[src/rtl/kbd_event_ctrl.sv]
// ---------------------------------------------------------------------------
// kbd_event_ctrl
//
// Raw PS/2 keyboard event controller. Decodes PS/2 frames into make/break
// events, tracks up to KEYS held keys, generates typematic repeats for the
// most recently pressed key and queues everything in a small event FIFO.
// Software reads the FIFO through a status/data register pair on the bus.
//
// Ports:
//   clk_sys      - system clock, everything on its rising edge
//   bus_reset_n  - asynchronous active-low reset
//   ce_bus       - tick enable for the repeat timer
//   bus_din      - bus write data
//   bus_dout     - bus read data, 0 when not selected
//   bus_addr     - bus byte address
//   bus_sync     - address phase valid
//   bus_we       - write cycle
//   bus_stb      - data strobe
//   bus_ack      - strobe acknowledge for a selected register
//   virq_req     - interrupt request
//   virq_ack     - interrupt acknowledge (rising edge)
//   ps2_kbd_clk  - raw PS/2 clock
//   ps2_kbd_data - raw PS/2 data
//   key_any      - high while any key is held
//
// Event word: [10] repeat, [9] break, [8] E0 prefix, [7:0] scancode.
// Status:     [7] non-empty, [6] irq disable, [5] overflow, [4] error,
//             [3:0] count.
// ---------------------------------------------------------------------------
module kbd_event_ctrl #(
    parameter logic [15:0] BASE_ADDR  = 16'o177720,
    parameter int          FIFO_DEPTH = 8,
    parameter int          KEYS       = 6,
    parameter int          REP_DELAY  = 250,
    parameter int          REP_RATE   = 40,
    parameter int          RX_TIMEOUT = 4096
) (
    input  logic        clk_sys,
    input  logic        bus_reset_n,
    input  logic        ce_bus,
    input  logic [15:0] bus_din,
    output logic [15:0] bus_dout,
    input  logic [15:0] bus_addr,
    input  logic        bus_sync,
    input  logic        bus_we,
    input  logic        bus_stb,
    output logic        bus_ack,
    output logic        virq_req,
    input  logic        virq_ack,
    input  logic        ps2_kbd_clk,
    input  logic        ps2_kbd_data,
    output logic        key_any
);
    localparam int PW = (FIFO_DEPTH > 1) ? $clog2(FIFO_DEPTH) : 1;
    localparam int CW = $clog2(FIFO_DEPTH + 1);
    localparam int TW = $clog2(RX_TIMEOUT + 1);
    localparam int RW = $clog2(((REP_DELAY > REP_RATE) ? REP_DELAY : REP_RATE) + 1);
    localparam logic [15:0] DATA_ADDR = BASE_ADDR + 16'd2;

    typedef enum logic [1:0] {RX_START, RX_BITS, RX_STOP} rx_state_e;

    logic            ps2ClkMeta_q, ps2DataMeta_q, ps2Data_q;
    logic [2:0]      ps2ClkSh_q;
    rx_state_e       rxState_q, rxState_d;
    logic [3:0]      bitCnt_q, bitCnt_d;
    logic [8:0]      shift_q, shift_d;
    logic [TW-1:0]   idleCnt_q, idleCnt_d;
    logic            e0_q, e0_d, brk_q, brk_d;
    logic [KEYS-1:0] keyValid_q, keyValid_d;
    logic [8:0]      keyId_q [KEYS];
    logic [8:0]      keyId_d [KEYS];
    logic            repValid_q, repValid_d, repFirst_q, repFirst_d;
    logic            repPending_q, repPending_d;
    logic [8:0]      repKey_q, repKey_d;
    logic [RW-1:0]   repCnt_q, repCnt_d, repThresh;
    logic [10:0]     fifo_q [FIFO_DEPTH];
    logic [PW-1:0]   wrPtr_q, rdPtr_q;
    logic [CW-1:0]   count_q, count_d;
    logic            irqDis_q, irqDis_d, ovf_q, ovf_d, err_q, err_d;
    logic            irq_q, irq_d, stbSel_q, ackPrev_q;
    logic [15:0]     dout_q, dout_d, statusVal;

    logic        ps2Fall, byteValid, rxErr, rxEvt, evtBrk, hit, doInsert, insertDone;
    logic        repDue, pushReq, pushDo, popDo;
    logic [8:0]  evtKey;
    logic [10:0] pushData;
    logic        selStat, selData, stbRise, dataRd, statWr, statRd;
    logic        unusedBits;

    assign unusedBits = ^{bus_din[15:7], bus_din[3:0], bus_addr[0]};

    // The synchronised clock must be seen high twice and then low, which
    // filters single-sample glitches on the slow PS/2 line.
    assign ps2Fall = ps2ClkSh_q[2] & ps2ClkSh_q[1] & ~ps2ClkSh_q[0];

    // Data-register writes are deliberately left unselected so they get no ack.
    assign selStat = bus_sync && (bus_addr[15:1] == BASE_ADDR[15:1]);
    assign selData = bus_sync && (bus_addr[15:1] == DATA_ADDR[15:1]) && !bus_we;
    assign stbRise = bus_stb && (selStat || selData) && !stbSel_q;
    assign dataRd  = stbRise && selData;
    assign statWr  = stbRise && selStat && bus_we;
    assign statRd  = stbRise && selStat && !bus_we;
    assign popDo   = dataRd && (count_q != '0);
    // A full FIFO still accepts a push when a pop frees a slot in the same cycle.
    assign pushDo  = pushReq && ((count_q != CW'(FIFO_DEPTH)) || popDo);

    assign statusVal = {8'h00, count_q != '0, irqDis_q, ovf_q, err_q, 4'(count_q)};
    assign bus_ack   = bus_stb && (selStat || selData);
    assign bus_dout  = (selStat || selData) ? dout_q : 16'h0000;
    assign virq_req  = irq_q;
    assign key_any   = |keyValid_q;

    // PS/2 frame receiver: start bit, nine data/parity bits shifted LSB
    // first into the top of shift_q, then stop bit with the parity check.
    // A frame that stalls for RX_TIMEOUT cycles is dropped without error.
    always_comb begin
        rxState_d = rxState_q;
        bitCnt_d  = bitCnt_q;
        shift_d   = shift_q;
        idleCnt_d = '0;
        byteValid = 1'b0;
        rxErr     = 1'b0;
        case (rxState_q)
            RX_START: if (ps2Fall) begin
                if (!ps2Data_q) begin
                    rxState_d = RX_BITS;
                    bitCnt_d  = '0;
                end else begin
                    rxErr = 1'b1;
                end
            end
            RX_BITS: if (ps2Fall) begin
                shift_d  = {ps2Data_q, shift_q[8:1]};
                bitCnt_d = bitCnt_q + 1'b1;
                if (bitCnt_q == 4'd8) rxState_d = RX_STOP;
            end
            RX_STOP: if (ps2Fall) begin
                rxState_d = RX_START;
                if (ps2Data_q && (^shift_q)) byteValid = 1'b1;
                else                         rxErr     = 1'b1;
            end
            default: rxState_d = RX_START;
        endcase
        if (rxState_q != RX_START && !ps2Fall) begin
            if (idleCnt_q == TW'(RX_TIMEOUT - 1)) rxState_d = RX_START;
            else                                  idleCnt_d = idleCnt_q + 1'b1;
        end
    end

    // Prefix bytes only arm flags; any other byte becomes an event and
    // consumes both flags.
    always_comb begin
        e0_d   = e0_q;
        brk_d  = brk_q;
        rxEvt  = 1'b0;
        evtBrk = 1'b0;
        evtKey = '0;
        if (byteValid) begin
            if (shift_q[7:0] == 8'hE0) begin
                e0_d = 1'b1;
            end else if (shift_q[7:0] == 8'hF0) begin
                brk_d = 1'b1;
            end else begin
                rxEvt  = 1'b1;
                evtBrk = brk_q;
                evtKey = {e0_q, shift_q[7:0]};
                e0_d   = 1'b0;
                brk_d  = 1'b0;
            end
        end
    end

    // Held-key table and typematic repeat. A repeat that collides with a
    // received event stays pending and goes out on the next free cycle.
    always_comb begin
        hit = 1'b0;
        for (int i = 0; i < KEYS; i++)
            if (keyValid_q[i] && keyId_q[i] == evtKey) hit = 1'b1;
        doInsert   = rxEvt && !evtBrk && !hit && !(&keyValid_q);
        keyValid_d = keyValid_q;
        keyId_d    = keyId_q;
        insertDone = 1'b0;
        for (int i = 0; i < KEYS; i++) begin
            if (rxEvt && evtBrk && keyValid_q[i] && keyId_q[i] == evtKey)
                keyValid_d[i] = 1'b0;
            if (doInsert && !keyValid_q[i] && !insertDone) begin
                keyValid_d[i] = 1'b1;
                keyId_d[i]    = evtKey;
                insertDone    = 1'b1;
            end
        end

        repValid_d = repValid_q;
        repKey_d   = repKey_q;
        repFirst_d = repFirst_q;
        repCnt_d   = repCnt_q;
        repThresh  = repFirst_q ? RW'(REP_DELAY) : RW'(REP_RATE);
        repDue     = repValid_q && ce_bus && (repCnt_q + 1'b1 == repThresh);
        if (repValid_q && ce_bus) begin
            if (repDue) begin
                repCnt_d   = '0;
                repFirst_d = 1'b0;
            end else begin
                repCnt_d = repCnt_q + 1'b1;
            end
        end
        repPending_d = repPending_q | repDue;

        pushReq  = 1'b0;
        pushData = '0;
        if (rxEvt) begin
            if (evtBrk) begin
                pushReq  = 1'b1;
                pushData = {2'b01, evtKey};
                if (repValid_q && repKey_q == evtKey) begin
                    repValid_d   = 1'b0;
                    repPending_d = 1'b0;
                end
            end else if (!hit) begin
                pushReq  = 1'b1;
                pushData = {2'b00, evtKey};
                if (doInsert) begin
                    repValid_d   = 1'b1;
                    repKey_d     = evtKey;
                    repCnt_d     = '0;
                    repFirst_d   = 1'b1;
                    repPending_d = 1'b0;
                end
            end
        end else if (repPending_d) begin
            pushReq      = 1'b1;
            pushData     = {2'b10, repKey_q};
            repPending_d = 1'b0;
        end
    end

    // Status flags, interrupt and read data. Clears are applied after sets
    // so a clear always wins over a simultaneous set.
    always_comb begin
        count_d  = count_q;
        irqDis_d = irqDis_q;
        ovf_d    = ovf_q;
        err_d    = err_q;
        irq_d    = irq_q;
        dout_d   = dout_q;
        if (pushDo && !popDo)      count_d = count_q + 1'b1;
        else if (!pushDo && popDo) count_d = count_q - 1'b1;
        if (pushReq && !pushDo) ovf_d = 1'b1;
        if (rxErr)              err_d = 1'b1;
        if (pushReq && !irqDis_q) irq_d = 1'b1;
        if (statWr) begin
            irqDis_d = bus_din[6];
            if (bus_din[5]) ovf_d = 1'b0;
            if (bus_din[4]) err_d = 1'b0;
        end
        if ((virq_ack && !ackPrev_q) || dataRd || (statWr && bus_din[6])) irq_d = 1'b0;
        if (statRd) dout_d = statusVal;
        if (dataRd) dout_d = popDo ? {5'b00000, fifo_q[rdPtr_q]} : 16'h0000;
    end

    // State registers; reset puts everything back to idle immediately.
    always_ff @(posedge clk_sys or negedge bus_reset_n) begin
        if (!bus_reset_n) begin
            ps2ClkMeta_q  <= 1'b1;
            ps2ClkSh_q    <= 3'b111;
            ps2DataMeta_q <= 1'b1;
            ps2Data_q     <= 1'b1;
            rxState_q     <= RX_START;
            bitCnt_q      <= '0;
            shift_q       <= '0;
            idleCnt_q     <= '0;
            e0_q          <= 1'b0;
            brk_q         <= 1'b0;
            keyValid_q    <= '0;
            for (int i = 0; i < KEYS; i++) keyId_q[i] <= '0;
            repValid_q    <= 1'b0;
            repKey_q      <= '0;
            repFirst_q    <= 1'b1;
            repCnt_q      <= '0;
            repPending_q  <= 1'b0;
            for (int i = 0; i < FIFO_DEPTH; i++) fifo_q[i] <= '0;
            wrPtr_q       <= '0;
            rdPtr_q       <= '0;
            count_q       <= '0;
            irqDis_q      <= 1'b1;
            ovf_q         <= 1'b0;
            err_q         <= 1'b0;
            irq_q         <= 1'b0;
            dout_q        <= '0;
            stbSel_q      <= 1'b0;
            ackPrev_q     <= 1'b0;
        end else begin
            ps2ClkMeta_q  <= ps2_kbd_clk;
            ps2ClkSh_q    <= {ps2ClkSh_q[1:0], ps2ClkMeta_q};
            ps2DataMeta_q <= ps2_kbd_data;
            ps2Data_q     <= ps2DataMeta_q;
            rxState_q     <= rxState_d;
            bitCnt_q      <= bitCnt_d;
            shift_q       <= shift_d;
            idleCnt_q     <= idleCnt_d;
            e0_q          <= e0_d;
            brk_q         <= brk_d;
            keyValid_q    <= keyValid_d;
            keyId_q       <= keyId_d;
            repValid_q    <= repValid_d;
            repKey_q      <= repKey_d;
            repFirst_q    <= repFirst_d;
            repCnt_q      <= repCnt_d;
            repPending_q  <= repPending_d;
            if (pushDo) begin
                fifo_q[wrPtr_q] <= pushData;
                wrPtr_q         <= wrPtr_q + 1'b1;
            end
            if (popDo) rdPtr_q <= rdPtr_q + 1'b1;
            count_q       <= count_d;
            irqDis_q      <= irqDis_d;
            ovf_q         <= ovf_d;
            err_q         <= err_d;
            irq_q         <= irq_d;
            dout_q        <= dout_d;
            stbSel_q      <= bus_stb && (selStat || selData);
            ackPrev_q     <= virq_ack;
        end
    end
endmodule
[config.mk]
export PLATFORM = sky130hd
export DESIGN_NAME = kbd_event_ctrl
export DESIGN_NICKNAME = d
export VERILOG_FILES = /design/src/rtl/kbd_event_ctrl.sv
export SDC_FILE = /design/constraint.sdc
export NUM_CORES = 1
export LEC_CHECK = 0
export CORE_ASPECT_RATIO = 1.4
export CORE_UTILIZATION = 64
export DETAILED_ROUTE_END_ITERATION = 10
export DONT_BUFFER_PORTS = 1
export PLACE_DENSITY = 0.8
export SYNTH_ARGS = -nofsm -noshare
export SYNTH_HDL_FRONTEND = slang
export SYNTH_SLANG_ARGS = --single-unit
[constraint.sdc]
create_clock -name clk_sys -period 6.07 [get_ports clk_sys]
set_input_delay 0.607 -clock clk_sys [delete_from_list [all_inputs] [get_ports clk_sys]]
set_output_delay 0.607 -clock clk_sys [all_outputs]
set_load 0.1 [all_outputs]
# == Yosys cells after proc, flatten, opt, wreduce, memory -nomap -nowiden ==
# Index checks and enable logic that the tools add are counted.
# word_totals
register_bits,236
input_bits,41
output_inout_bits,19
wordCells,298
# op_classes
add_sub_neg,7
n_lt_le_gt_ge,3
n_eq_ne,23
n_mux,107
bitwise_logic,9
n_reduce_logical,104
# ops
op,count
88-bit bitwise mux,1
1-bit two-way mux,66
11-bit two-way mux,6
9-bit == test,7
1-bit logical AND,56
8-bit two-way mux,7
16-bit two-way mux,3
9-bit two-way mux,4
11-bit binary-select mux with 3-bit select,1
11-bit demux with 3-bit select,1
"15-bit == test, second input constant",2
13-bit two-way mux,2
2-bit nonzero test,12
1-bit logical NOT,21
4-bit two-way mux,5
"8-bit == test, second input constant",2
2-bit two-way mux,7
"13-bit by 1-bit adder with 13-bit output, second input constant",1
"13-bit by 12-bit == test with 1-bit output, second input constant",1
4-bit AND reduction,3
10-bit two-way mux,1
"2-bit != test, second input constant",5
9-bit XOR reduction,1
"4-bit by 1-bit adder with 4-bit output, second input constant",2
other kinds (24),36

# == Longest topological paths before layout ==
# depth
depth_word,34
depth_mapped,21
depth_no_buf,18

# == Worst setup path before layout ==
# Ideal clock, no wire load.
# synth_path
path_type,register to register
startpoint,register shift_q[1]
endpoint,register count_q[3]
setup_ps,122
t_arrival_ps,4497
slack_ps,1451
stages_incl_launch_ff,22
n_path_buf,3
path_cell_list,dfrtp_1 clkbuf_1 clkinv_1 ha_1 xnor3_2 xnor2_2 buf_2 a311oi_1 o2111ai_1 nor4_1 nor2_4 a31oi_1 buf_2 nor2b_1 ha_1 inv_1 ha_1 a21o_1 a21oi_1 xnor2_1 nor2_1 xnor2_1
# synth_via
elab_chain_cells,21
elab_cells_between_ends,43
cone_classes,eq/ne: 8; mux: 22; reduce/logical: 13
# synth_rtl
item,line,rtl
"start, declared",66,"logic [8:0] shift_q, shift_d;"
"start signal, assigned",299,shift_q <= shift_d;
9-bit XOR reduction,139,if (ps2Data_q && (^shift_q)) byteValid = 1'b1;
1-bit logical AND,139,
1-bit two-way mux,139,
1-bit two-way mux,137,RX_STOP: if (ps2Fall) begin
1-bit two-way mux,123,case (rxState_q)
9-bit two-way mux,158,if (byteValid) begin
9-bit == test,178,if (keyValid_q[i] && keyId_q[i] == evtKey) hit = 1'b1;
1-bit logical AND,178,
1-bit two-way mux (6 in series),178,
1-bit two-way mux,219,end else if (!hit) begin
1-bit two-way mux,212,if (evtBrk) begin
1-bit two-way mux (*),211,if (rxEvt) begin
1-bit logical AND (*),105,assign pushDo = pushReq && ((count_q != CW'(FIFO_DEPTH)) || popDo);
net pushDo,84,"logic repDue, pushReq, pushDo, popDo;"
1-bit logical NOT,247,else if (!pushDo && popDo) count_d = count_q - 1'b1;
1-bit logical AND,247,
2-bit nonzero test (no line),--,
"end signal, assigned",315,count_q <= count_d;
"end, declared",78,"logic [CW-1:0] count_q, count_d;"
# Mark *: on every way through the listed nets, which the timed path passes. The rest lies on a longest branch.
# A chain may end at the register's enable or synchronous reset.

# == Worst setup path after layout ==
# layout_path
startpoint,register shift_q[2]
endpoint,register count_q[3]
# The elaborated chain is that of the path after synthesis.

==> results.toml <==
[run_status]
status = "finished clean"

[timing]
finalCritPeriodShare_pct = 87.3
min_period_ns = 5.30
fin_worst_skew_ns = 0.0107
fin_setup_tns_ns = 0
hold_slack_ns = 0.0887
slew_violations = 0
hold_viol = 0
slew_headroom_pct = 17.5
clock.fmax_mhz = 189
worst_slack_ns = 0.770
worst_pin_slew_ns = 1.23
setup_viol = 0
rsz0062_at_grt = "false"

[critical_path]
arrival_ns = 5.70
critPathRequiredTime_ns = 6.47
r2r_setup_slack_ns = 0.77
timing.rr.start = "shift_q[2]$_DFFE_PN0P_"
r2r_end = "count_q[3]$_DFFE_PN0P_"
critPathKind = "reg2reg"
endpoint_kind = "register"
cp_max_fo = 14
cp-start-kind = "register"
reg2reg_depth = 19
startpoint = "shift_q[2]$_DFFE_PN0P_"

[place]
dpl.hpwl_mm = 20.1
gp_congestion = 1.02
numPortBuffers = 0
dpl_cell_area_um2 = 12500
place_ws_ns = 0.914

[power]
leakagePower_nw = 5.93
power_density_nw_per_um2 = 275
vdd_drop_max_mv = 0.270
total_power_mw = 3.65

[routing]
initialDrtViolationCount = 680
vias_per_cell = 6.56
drt_pre_antenna_iters = 7
via_count = 8797
route.detailed.wl_per_inst_um = 22.1
drc = 0
wirelength_mm = 29.6
drtAntennaViolNets = 0

[floorplan]
die_w_um = 119
die_area_um2 = 19600
pin_count = 60
start_util_pct = 65.4
rows = 59
die-height_um = 165
core-area_um2 = 18600

[clock_tree]
cts_root_buf = "clkbuf_16"
clock_path_buffers = 3
cts_max_level = 1
cts_setup_buffers = 0
path_clk_slew_ns = 0.06
clk_latency_ns = 0.52
cts_buffers = 23
cts_tree = "done"
cts_sinks = 231

[grt]
grt_antenna_before_repair = 0
first_global_vias = 8832
grt_use_total_pct = 31.3
grt_first_pass_wirelength_mm = 47.6
grt_max_degree = 232
grt_remaining_overflow = 0

[yosys]
netlist_area_um2 = 12200
synth-edff-count = 0
synth.distinct_cells = 84
synthArstFlopShare_pct = 100
yosysSeqAreaShare_pct = 47.6
syn_avg_cell_area_um2 = 11.3
syn_inst = 1076
yosys_most_used_dff = "dfrtp_1"
ys_ff_latch = 231
yosys_warnings = 0

[hold_path]
min_path_cells = 0
min_from = "ps2_kbd_data"
min_to = "ps2DataMeta_q$_DFF_PN1_"
hold_path.class = "in2reg"

[finish]
final_area_um2 = 13300
fill_cells = 1318
area_growth_pct = 9.13
layout_commonest_cell = "dfrtp_1"
drive_gt1_share_pct = 24.6
final_cell_mix = "223 x dfrtp_1, 134 x mux2_2, 78 x nand2_1"
final_nets = 1137

[job]
cap_violations = 0
==> registers in the layout (all words and copies together) (netlist names), 4 cells and up <==
name,cells
fifo_q,88
dout_q,11
bitCnt_q,4
repKey_q,9
count_q,4
keyValid_q,6
idleCnt_q,13
shift_q,9
keyId_q,54
repCnt_q,8
==> metal layers <==
layer	GRT usage (%)	up-vias	share of wire, %
met4	18.0	0	5.9
li1	-	3945	-
met5	0	-	0
met2	54.8	346	50
met1	37.3	4388	38
met3	4.19	118	5.5
==> metrics by stage <==
stage                     utilization (%)  cells
final                                71.4   1340
after global routing                 71.4   1339
after CTS                            71.4   1339
after detailed placement             67.1   1299
after global placement               67.1   1299
after floorplan                         -   1080
==> logic make-up (layout without fill, tap and decap cells) <==
group / Yosys count / count (layout) / share of synthesized area [%]
and+or+nand+nor: 312 / 312 / 13.7
DFF: 231 / 231 / 47.6
muxes: 192 / 192 / 19.8
AOI/OAI and AO/OA: 183 / 183 / 10.2
buffers and inverters: 98 / 113 / 3.49
xor gates and xnor gates: 44 / 44 / 3.69
adders and majority gates: 15 / 15 / 1.60
other: 1 / 6 / 0.0308
==> worst max-delay path by stage <==
stage	end	depth (start not counted)	slack, ns
5_1_grt	count_q[3]$_DFFE_PN0P_	19	0.51
3_3_place_gp	count_q[3]$_DFFE_PN0P_	19	0.97
4_1_cts	count_q[3]$_DFFE_PN0P_	19	0.84
3_5_place_dp	count_q[3]$_DFFE_PN0P_	19	0.91
6_report	count_q[3]$_DFFE_PN0P_	19	0.77
2_1_floorplan	count_q[3]$_DFFE_PN0P_	21	1.45
==> synth_stat cells, drive strengths merged (5+ instances only) <==
master | count | share of area [%]
ha | 14 | 1.4
nand4 | 12 | 0.62
nand4b | 5 | 0.36
a21o | 5 | 0.31
nor4 | 9 | 0.83
nand2 | 78 | 2.4
clkbuf | 32 | 0.99
mux2 | 144 | 14
mux4 | 22 | 4.1
nor4b | 7 | 0.50
dfrtp | 223 | 46
xor2 | 14 | 1.2
buf | 29 | 1.4
nor2b | 6 | 0.31
a22oi | 5 | 0.31
inv | 35 | 1.1
xnor2 | 28 | 2.1
a211oi | 5 | 0.31
or4 | 5 | 0.31
mux2i | 26 | 2.1
and3 | 7 | 0.36
nor2 | 78 | 2.5
o32ai | 7 | 0.50
or3 | 8 | 0.41
nor3 | 21 | 1.0
o22ai | 15 | 0.77
and2 | 13 | 0.67
nand2b | 8 | 0.41
dfstp | 8 | 1.7
a31oi | 12 | 0.62
a21oi | 27 | 1.1
nand3 | 32 | 1.4
o21ai | 51 | 2.1
o2111ai | 7 | 0.55
==> power by group <==
part           leakage (nW)  switching [mW]  internal (mW)
Combinational          2.38           0.393          0.179
Sequential             3.18          0.0435           1.57
Clock                 0.373           0.589          0.878
Total                  5.93            1.03           2.62
==> repair_timing <==
item                                   in CTS  in global routing
hold buffers                                1                  0
endpoints found under the hold margin     231                  0
resized for setup                           0                  0
==> worst max-delay path, stage by stage (launching register included) <==
cell and delay [ns]:
dfrtp_1 0.62, clkinv_1 0.17, ha_1 0.34, xnor3_2 0.58
xnor2_2 0.49, buf_4 0.27, nor3_1 0.07, o32ai_1 0.32
nor4b_1 0.14, a21oi_2 0.29, a31oi_1 0.21, nor2b_1 0.39
ha_1 0.26, inv_1 0.09, ha_1 0.28, a21o_1 0.18
a21oi_1 0.16, xnor2_1 0.13, nor2_1 0.06, xnor2_1 0.12
==> cell type report <==
| class | count | area (um^2) | area share, % |
|---|---|---|---|
| flip-flops and latches | 231 | 5790 | 43.6 |
| diodes | 1 | 2.50 | 0.0188 |
| well taps | 244 | 305 | 2.30 |
| repair buffers | 37 | 298 | 2.24 |
| multi-input cells | 751 | 5990 | 45.1 |
| clock inverters | 10 | 156 | 1.18 |
| clock buffers | 29 | 608 | 4.58 |
| inverters | 37 | 139 | 1.05 |
No activity file was read; power rests on OpenSTA's default activity.
